`config.mk`:
```
export PLATFORM = sky130hd
export DESIGN_NAME = rv32_mem_arbiter
export DESIGN_NICKNAME = d
export VERILOG_FILES = /design/src/rtl/rv32_mem_arbiter.sv
export SDC_FILE = /design/constraint.sdc
export NUM_CORES = 1
export LEC_CHECK = 0
export ABC_AREA = 1
export BUFFER_PORTS_ARGS = -buffer_cell sky130_fd_sc_hd__buf_2
export CAP_MARGIN = 10
export CORE_ASPECT_RATIO = 0.75
export CORE_MARGIN = 4
export CORE_UTILIZATION = 50
export CTS_CLUSTER_SIZE = 40
export DETAILED_ROUTE_END_ITERATION = 7
export HOLD_SLACK_MARGIN = 0.02
export PLACE_DENSITY = 0.94
export SYNTH_ARGS = -nofsm -noshare
export SYNTH_HDL_FRONTEND = slang
export SYNTH_SLANG_ARGS = --single-unit
```
`constraint.sdc`:
```
create_clock -name clk -period 2.81 [get_ports clk]
set_input_delay 0.281 -clock clk [delete_from_list [all_inputs] [get_ports clk]]
set_output_delay 0.281 -clock clk [all_outputs]
set_load 0.005 [all_outputs]
```
`src/rtl/rv32_mem_arbiter.sv`:
```
`default_nettype none
// ============================================================================
// Module      : rv32_mem_arbiter
// Description : Arbitrates instruction-fetch (IF) and data (DM) requests onto
//               one single-port memory with one transaction in flight. DM is
//               preferred, but IF is forced through after STARVE_LIMIT losses.
//               A fetch redirect drops the pending IF response.
// Revision    : 1.0 - initial release
// ============================================================================
module rv32_mem_arbiter #(
   parameter int STARVE_LIMIT = 3
) (
   input  logic        clk,
   input  logic        reset,
   // instruction-fetch port
   input  logic        if_req,
   input  logic [31:0] if_addr,
   input  logic        if_flush,
   output logic        if_gnt,
   output logic        if_rvalid,
   output logic [31:0] if_rdata,
   output logic        if_wait,
   // data port
   input  logic        dm_req,
   input  logic        dm_we,
   input  logic [3:0]  dm_be,
   input  logic [31:0] dm_addr,
   input  logic [31:0] dm_wdata,
   output logic        dm_gnt,
   output logic        dm_rvalid,
   output logic [31:0] dm_rdata,
   // shared memory port
   output logic        mem_req,
   output logic        mem_we,
   output logic [3:0]  mem_be,
   output logic [31:0] mem_addr,
   output logic [31:0] mem_wdata,
   input  logic        mem_gnt,
   input  logic        mem_rvalid,
   input  logic [31:0] mem_rdata
);

   typedef enum logic [1:0] {
      IDLE = 2'd0,
      REQ  = 2'd1,
      RESP = 2'd2
   } state_t;

   localparam logic [2:0] LIMIT    = 3'(STARVE_LIMIT);
   localparam logic       OWNER_IF = 1'b0;
   localparam logic       OWNER_DM = 1'b1;

   state_t      state;
   state_t      state_next;
   logic        owner;
   logic        cmd_we;
   logic [3:0]  cmd_be;
   logic [31:0] cmd_addr;
   logic [31:0] cmd_wdata;
   logic [2:0]  starve_cnt;
   logic        discard;
   logic        if_win;
   logic        dm_win;
   logic        if_kill;

   // State register
   always_ff @(posedge clk) begin
      if (reset) begin
         state <= IDLE;
      end else begin
         state <= state_next;
      end
   end

   // Next-state and winner selection; winners only exist in IDLE
   always_comb begin
      state_next = state;
      if_win     = 1'b0;
      dm_win     = 1'b0;
      case (state)
         IDLE: begin
            if (if_req && (starve_cnt == LIMIT)) begin
               if_win = 1'b1;
            end else if (dm_req) begin
               dm_win = 1'b1;
            end else if (if_req) begin
               if_win = 1'b1;
            end
            if (if_win || dm_win) begin
               state_next = REQ;
            end
         end
         REQ: begin
            if (mem_gnt) begin
               state_next = RESP;
            end
         end
         RESP: begin
            if (mem_rvalid) begin
               state_next = IDLE;
            end
         end
         default: begin
            state_next = IDLE;
         end
      endcase
   end

   // Grants are combinational pulses in the arbitration cycle, held off in reset
   assign if_gnt  = if_win & ~reset;
   assign dm_gnt  = dm_win & ~reset;
   assign if_wait = if_req & ~if_gnt;

   // A flush arriving in the same cycle as the response still kills it
   assign if_kill = discard | if_flush;

   // Memory command comes straight from the latched command registers
   assign mem_req   = (state == REQ);
   assign mem_we    = cmd_we;
   assign mem_be    = cmd_be;
   assign mem_addr  = cmd_addr;
   assign mem_wdata = cmd_wdata;

   // Starvation counter, command latch, flush tracking and response delivery
   always_ff @(posedge clk) begin
      if (reset) begin
         owner      <= OWNER_IF;
         cmd_we     <= 1'b0;
         cmd_be     <= 4'h0;
         cmd_addr   <= 32'h0;
         cmd_wdata  <= 32'h0;
         starve_cnt <= 3'd0;
         discard    <= 1'b0;
         if_rvalid  <= 1'b0;
         dm_rvalid  <= 1'b0;
         if_rdata   <= 32'h0;
         dm_rdata   <= 32'h0;
      end else begin
         if_rvalid <= 1'b0;
         dm_rvalid <= 1'b0;
         case (state)
            IDLE: begin
               discard <= 1'b0;
               if (if_req && dm_win) begin
                  if (starve_cnt != LIMIT) begin
                     starve_cnt <= starve_cnt + 3'd1;
                  end
               end else begin
                  starve_cnt <= 3'd0;
               end
               if (if_win) begin
                  owner     <= OWNER_IF;
                  cmd_we    <= 1'b0;
                  cmd_be    <= 4'hF;
                  cmd_addr  <= if_addr;
                  cmd_wdata <= 32'h0;
               end else if (dm_win) begin
                  owner     <= OWNER_DM;
                  cmd_we    <= dm_we;
                  cmd_be    <= dm_be;
                  cmd_addr  <= dm_addr;
                  cmd_wdata <= dm_wdata;
               end
            end
            REQ: begin
               if ((owner == OWNER_IF) && if_flush) begin
                  discard <= 1'b1;
               end
            end
            RESP: begin
               if ((owner == OWNER_IF) && if_flush) begin
                  discard <= 1'b1;
               end
               if (mem_rvalid) begin
                  discard <= 1'b0;
                  if (owner == OWNER_DM) begin
                     dm_rdata  <= mem_rdata;
                     dm_rvalid <= 1'b1;
                  end else if (!if_kill) begin
                     if_rdata  <= mem_rdata;
                     if_rvalid <= 1'b1;
                  end
               end
            end
            default: begin
               discard <= 1'b0;
            end
         endcase
      end
   end

endmodule
`default_nettype wire
```
==> flow_metrics.env, run 1 <==
export IMPL_fmax_ghz=0.419
export IMPL_netlist_instances=785
export IMPL_max_slew_margin_rel_pct=39.6
export IMPL_worstMarginPinSlew_ns=0.905
export IMPL_cp_slowest_stage_delay_ns=0.33
export IMPL_irDropWorstVdd_uv=445
export IMPL_nets=1186
export IMPL_critPathTopFamily="simple AND/OR/NAND/NOR gates"
export IMPL_reg2reg_slack_ns=0.76
export IMPL_drive_gt1_share_pct=31.3
export IMPL_clock_latency_ns=0.40
export IMPL_hold_viol=0
export IMPL_required_ns=2.53
export IMPL_grt_overflow=0
export IMPL_grt_max_degree=66
export IMPL_finalMaxSlewViolations=0
export IMPL_crit_type="reg2out"
export IMPL_utilization_pct=69.6
export IMPL_fp_dieArea_um2=13300
export IMPL_core_area_um2=11100
export IMPL_num_antenna_cells=0
export IMPL_ys_warn_count=0
export IMPL_rr_endpoint="mem_wdata[11]$_SDFFE_PP0P_"
export IMPL_run_status="completed"
export IMPL_clockBufferDepth=2
export IMPL_die_h_um=101
export IMPL_layout_commonest_cell="buf_2"
export IMPL_ant_nets=0
export IMPL_p_leak_nw=4.20
export IMPL_hold_class="in2reg"
export IMPL_cts_num_sinks=142
export IMPL_synthDistinctLibCells=21
export IMPL_ff2ff_path_depth=7
export IMPL_start_kind="flop"
export IMPL_crit_top_cell="inv_1"
export IMPL_synth_simple_area_share_pct=24.1
export IMPL_clkTransAtPathRegs_ns=0.06
export IMPL_syn_num_nets=931
export IMPL_cp_arrival_ns=2.11
export IMPL_post_cts_buffers=0
export IMPL_pin_count=279
export IMPL_drt_iter0_markers=313
export IMPL_die_width_um=132
export IMPL_endpoint_kind="output port"
export IMPL_path_cells="inv_1 -> ha_1 -> nand2_1 -> inv_2 -> nand2_2 -> o21ai_0 -> inv_1 -> buf_2"
export IMPL_hpwl_mm=11.9
export IMPL_finalCriticalPeriod_ns=2.39
export IMPL_htreeDepth=4
export IMPL_via_per_inst=5.00
export IMPL_fin_worst_skew_ns=0.0114
export IMPL_synth_area_um2=5770
export IMPL_seq_area_frac_synth_pct=49.3
export IMPL_avgSynthCellArea_um2=7.34
export IMPL_finalCritPeriodShare_pct=85.0
export IMPL_clockRootBuffer="clkbuf_16"
export IMPL_drt_pre_antenna_iters=5
export IMPL_routed_wl_mm=16.8
export IMPL_antenna_found_initial=0
export IMPL_finalSetupViolations=0
export IMPL_critical_path_max_fanout=34
export IMPL_hp_start="dm_wdata[10]"
export IMPL_ys_ff_latch=142
export IMPL_start_util_pct=51.9
export IMPL_most_common_layout_cells="buf_2 (278), nand2_1 (178), dfxtp_1 (142), nand3_1 (131), inv_1 (111)"
export IMPL_max_cap_viol_count=0
export IMPL_ctsResizeCount=0
export IMPL_synth_compound_area_share_pct=13.0
export IMPL_wl_per_cell_um=14.1
export IMPL_power_density_nw_per_um2=746
export IMPL_power_w=0.00577
export IMPL_first_global_vias=5424
export IMPL_vias=5970
export IMPL_hold_end="mem_wdata[10]$_SDFFE_PP0P_"
export IMPL_syn_to_final_growth_pct=34.0
export IMPL_gp_congestion=0.787
export IMPL_crit_buf_inv=4
export IMPL_grt_use_total_pct=24.3
export IMPL_crit_path_top_delay_cell="nand2_2"
export IMPL_synth_top_family_by_area="simple AND/OR/NAND/NOR gates"
export IMPL_synthXorXnorAreaFrac_pct=0
export IMPL_hold_depth=3
export IMPL_rows=33
export IMPL_r2r_start="state[0]$_SDFFE_PP0P_"
export IMPL_portBuffers=278
export IMPL_tritoncts="done"
export IMPL_grt_setup_unrepaired="false"
export IMPL_fin_setup_tns_ns=0
export IMPL_grt_pass1_wl_mm=26.3
export IMPL_cts_hold_buf=0
export IMPL_synthMuxAreaShare_pct=0
export IMPL_synthAdderAreaFrac_pct=1.30
export IMPL_drc_errors=0
export IMPL_numCtsBuffers=17
==> kinds of logic (layout without fill, tap and decap cells) <==
logic type      Yosys count  count (layout)
buf+inv                 168             436
compound gates          146             146
simple gates            323             323
fa+ha+maj                 6               6
flops                   142             142
==> how the worst max path moves through the flow <==
stage / start / endpoint / slack (ns) / depth (start not counted)
floorplan: starve_cnt[0]$_SDFFE_PP0P_ / if_wait / 1.20 / 8
global placement: state[1]$_SDFFE_PP0P_ / if_wait / 0.90 / 8
detailed placement: state[0]$_SDFFE_PP0P_ / mem_wdata[11]$_SDFFE_PP0P_ / 0.78 / 7
CTS: state[1]$_SDFFE_PP0P_ / if_wait / 0.41 / 8
global route: state[1]$_SDFFE_PP0P_ / if_wait / 0.21 / 8
finish: state[1]$_SDFFE_PP0P_ / if_wait / 0.42 / 8
==> report_power, final <==
group,switching (W),total [W],internal [W],leakage [nW]
logic,0.000752,0.00122,0.000466,2.77
registers,0.000116,0.00236,0.00225,1.16
clock network,0.000851,0.00219,0.00134,0.273
==> Yosys cell counts <==
| library cell | instances | area (um2) |
|---|---|---|
| a21oi_1 | 74 | 370 |
| a21oi_4 | 1 | 16.3 |
| buf_1 | 1 | 3.75 |
| buf_2 | 34 | 170 |
| buf_4 | 2 | 15.0 |
| buf_6 | 4 | 45.0 |
| clkbuf_1 | 13 | 48.8 |
| clkinv_2 | 1 | 5.00 |
| dfxtp_1 | 142 | 2840 |
| ha_1 | 6 | 75.1 |
| inv_1 | 111 | 417 |
| inv_2 | 2 | 7.51 |
| nand2_1 | 178 | 668 |
| nand2_2 | 3 | 18.8 |
| nand3_1 | 132 | 661 |
| nor2_1 | 8 | 30.0 |
| nor2_2 | 1 | 6.26 |
| nor3_1 | 1 | 5.00 |
| o21a_1 | 1 | 7.51 |
| o21ai_0 | 69 | 345 |
| o31ai_1 | 1 | 7.51 |
==> metal layers <==
metal	GRT usage, %	wire length [um]	vias up
met3	6.59	1570	25
met2	42.0	8350	319
met5	0	0	-
met4	8.88	319	0
li1	-	-	3003
met1	29.5	6530	2623
==> worst min-delay path, delay by kind of cell <==
| kind | cells | cell delay [ns] |
|---|---|---|
| simple gates | 2 | 0.08 |
| buf+inv | 1 | 0.07 |
==> area by class of cell <==
class	count	area (um2)
clock buffer	20	447
clock inverter	12	135
timing repair buffer	290	1480
multi-input combinational	475	2220
sequential	142	2840
inverter	114	429
fill	862	3380
tap	140	175
==> registers in the layout, indices dropped and copies added, names as in the netlist <==
signal,count
mem_be,4
mem_we,1
dm_rdata,32
state,2
dm_rvalid,1
mem_addr,32
if_rvalid,1
starve_cnt,3
if_rdata,32
mem_wdata,32
discard,1
owner,1
==> through the flow <==
stage | std cells | hold slack, ns | area, um2 | setup WS, ns
after floorplan | 785 | 0.384 | 5770 | 1.20
after global placement | 1161 | 0.428 | 7150 | 0.897
after detailed placement | 1161 | 0.433 | 7150 | 0.777
after CTS | 1193 | 0.0485 | 7730 | 0.410
after global routing | 1193 | 0.0549 | 7730 | 0.207
final | 1193 | 0.0646 | 7730 | 0.421
No activity file was read; power rests on OpenSTA's default activity.
==> inputs of run 2 (changes only) <==
Settings changed: CTS_BUF_LIST set to sky130_fd_sc_hd__clkbuf_16, PLACE_DENSITY 0.94 to 0.86.
==> run 2 against run 1 <==
  * Clock power increased by 2%
  * Sequential power about the same
  * Critical endpoint is now dm_gnt
  * Combinational power about the same
  * Critical path type unchanged
==> flow_metrics.env, run 2 (same netlist as run 1, synthesis figures left out) <==
export IMPL_start_kind="flop"
export IMPL_final_cells=1193
export IMPL_finalCriticalPeriod_ns=2.35
export IMPL_die_h_um=101
export IMPL_grt_max_degree=104
export IMPL_finalCritPeriodShare_pct=83.8
export IMPL_fmax_ghz=0.425
export IMPL_irDropWorstVdd_uv=543
export IMPL_setup_worst_path_end="dm_gnt"
export IMPL_die_width_um=132
export IMPL_num_antenna_cells=0
export IMPL_setup_ws_ns=0.456
export IMPL_pre_cts_ws_ns=0.888
export IMPL_power_density_nw_per_um2=752
export IMPL_gp_congestion=0.807
export IMPL_clock_latency_ns=0.41
export IMPL_post_cts_buffers=0
export IMPL_syn_to_final_growth_pct=34.4
export IMPL_fin_setup_tns_ns=0
export IMPL_n_fill_cell=917
export IMPL_drive_gt1_share_pct=31.4
export IMPL_path_cells="inv_1 -> ha_1 -> nand2_2 -> a21oi_4 -> nand2_1 -> clkinv_2 -> buf_2"
export IMPL_grt_pass1_wl_mm=26.0
export IMPL_hpwl_mm=11.8
export IMPL_p_leak_nw=4.22
export IMPL_htreeDepth=4
export IMPL_vias=5902
export IMPL_max_cap_viol_count=0
export IMPL_drc_errors=0
export IMPL_clockRootBuffer="clkbuf_16"
export IMPL_path_depth=7
export IMPL_nets=1187
export IMPL_first_global_vias=5299
export IMPL_fin_worst_skew_ns=0.00925
export IMPL_layout_commonest_cell="buf_2"
export IMPL_crit_type="reg2out"
export IMPL_drt_pre_antenna_iters=5
export IMPL_cts_hold_buf=0
export IMPL_cp_startpoint="state[0]$_SDFFE_PP0P_"
export IMPL_most_common_layout_cells="buf_2 (278), nand2_1 (178), dfxtp_1 (142), nand3_1 (131), inv_1 (112)"
export IMPL_worstMarginPinSlew_ns=0.945
export IMPL_endpoint_kind="output port"
export IMPL_pin_count=279
export IMPL_required_ns=2.53
export IMPL_start_util_pct=51.9
export IMPL_rows=33
export IMPL_reg2reg_slack_ns=0.91
export IMPL_grt_use_total_pct=24.0
export IMPL_cp_slowest_stage_delay_ns=0.38
export IMPL_critPathTopFamily="buffers and inverters"
export IMPL_ff2ff_path_depth=9
export IMPL_fp_dieArea_um2=13300
export IMPL_rr_endpoint="mem_addr[3]$_SDFFE_PP0P_"
export IMPL_max_slew_margin_rel_pct=37.0
export IMPL_ctsResizeCount=0
export IMPL_antenna_found_initial=0
export IMPL_finalMaxSlewViolations=0
export IMPL_grt_overflow=0
export IMPL_via_per_inst=4.95
export IMPL_critical_path_max_fanout=34
export IMPL_drt_iter0_markers=277
export IMPL_place_inst=1162
export IMPL_cp_arrival_ns=2.07
export IMPL_portBuffers=278
export IMPL_r2r_start="state[0]$_SDFFE_PP0P_"
export IMPL_ant_nets=0
export IMPL_core_area_um2=11100
export IMPL_clockBufferDepth=2
export IMPL_crit_path_top_delay_cell="dfxtp_1"
export IMPL_grt_setup_unrepaired="false"
export IMPL_run_status="completed"
export IMPL_tritoncts="done"
export IMPL_numCtsBuffers=17
export IMPL_wl_per_cell_um=13.8
export IMPL_finalSetupViolations=0
export IMPL_crit_buf_inv=3
export IMPL_hold_viol=0
export IMPL_clkTransAtPathRegs_ns=0.06
export IMPL_hold_class="in2reg"
export IMPL_routed_wl_mm=16.4
export IMPL_cts_num_sinks=142
[run 2: cell types whose count changed in the layout (fill, tap and decap cells not counted)]
cell	previous run	this run
inv_1	111	112
bufinv_16	2	3
buf_4	12	13
clkinv_4	1	2
clkbuf_8	1	0
clkinvlp_4	4	2
clkbuf_1	2	0
clkinv_2	3	4
[run 2: worst min path at each step]
| stage | from | to | slack (ns) | cells after the start |
|---|---|---|---|---|
| floorplan | dm_wdata[0] | mem_wdata[0]$_SDFFE_PP0P_ | 0.38 | 2 |
| global placement | dm_rdata[19]$_SDFFE_PP0P_ | dm_rdata[19]$_SDFFE_PP0P_ | 0.43 | 2 |
| detailed placement | dm_rdata[27]$_SDFFE_PP0P_ | dm_rdata[27]$_SDFFE_PP0P_ | 0.43 | 2 |
| CTS | dm_wdata[30] | mem_wdata[30]$_SDFFE_PP0P_ | 0.05 | 3 |
| global route | dm_wdata[9] | mem_wdata[9]$_SDFFE_PP0P_ | 0.05 | 3 |
| finish | dm_wdata[20] | mem_wdata[20]$_SDFFE_PP0P_ | 0.06 | 3 |
[run 2: layout make-up]
class | count | area, um2 | area share [%]
Timing Repair Buffer | 291 | 1490 | 19.2
Clock inverter | 14 | 168 | 2.16
Inverter | 114 | 429 | 5.54
Clock buffer | 17 | 425 | 5.49
Tap cell | 140 | 175 | 2.26
Sequential cell | 142 | 2840 | 36.7
Multi-Input combinational cell | 475 | 2220 | 28.6
[run 2: stage by stage]
step                hold WS (ns)  power, W  cell area (um2)  util [%]
finish                    0.0587   0.00582             7750      69.8
global route              0.0521   0.00615             7750      69.8
CTS                       0.0484   0.00587             7750      69.8
detailed placement         0.434   0.00362             7150      64.4
global placement           0.430   0.00360             7150      64.4
floorplan                  0.384   0.00313             5770         -
[run 2: report_power, final]
group	internal, W	switching (W)	leakage (nW)	total [W]
Combinational	0.000476	0.000749	2.77	0.00123
Sequential	0.00225	0.000111	1.16	0.00236
Clock	0.00139	0.000847	0.291	0.00224
Total	0.00412	0.00171	4.22	0.00582
[run 2: metal layers]
| layer | track usage (%) | vias up | share of wire, % |
|---|---|---|---|
| met5 | 0 | - | 0 |
| met3 | 6.44 | 21 | 8.6 |
| met2 | 42.2 | 244 | 50 |
| met4 | 6.70 | 0 | 1.2 |
| met1 | 29.2 | 2623 | 40 |
| li1 | - | 3014 | - |
[run 2: worst register-to-register path, cell delays in order, from the launching register on]
cell	delay [ns]
dfxtp_1	0.38
inv_1	0.08
ha_1	0.27
nand2_1	0.15
nand2_2	0.26
buf_4	0.30
o21ai_0	0.18
inv_1	0.08
nand2_1	0.08
inv_1	0.04
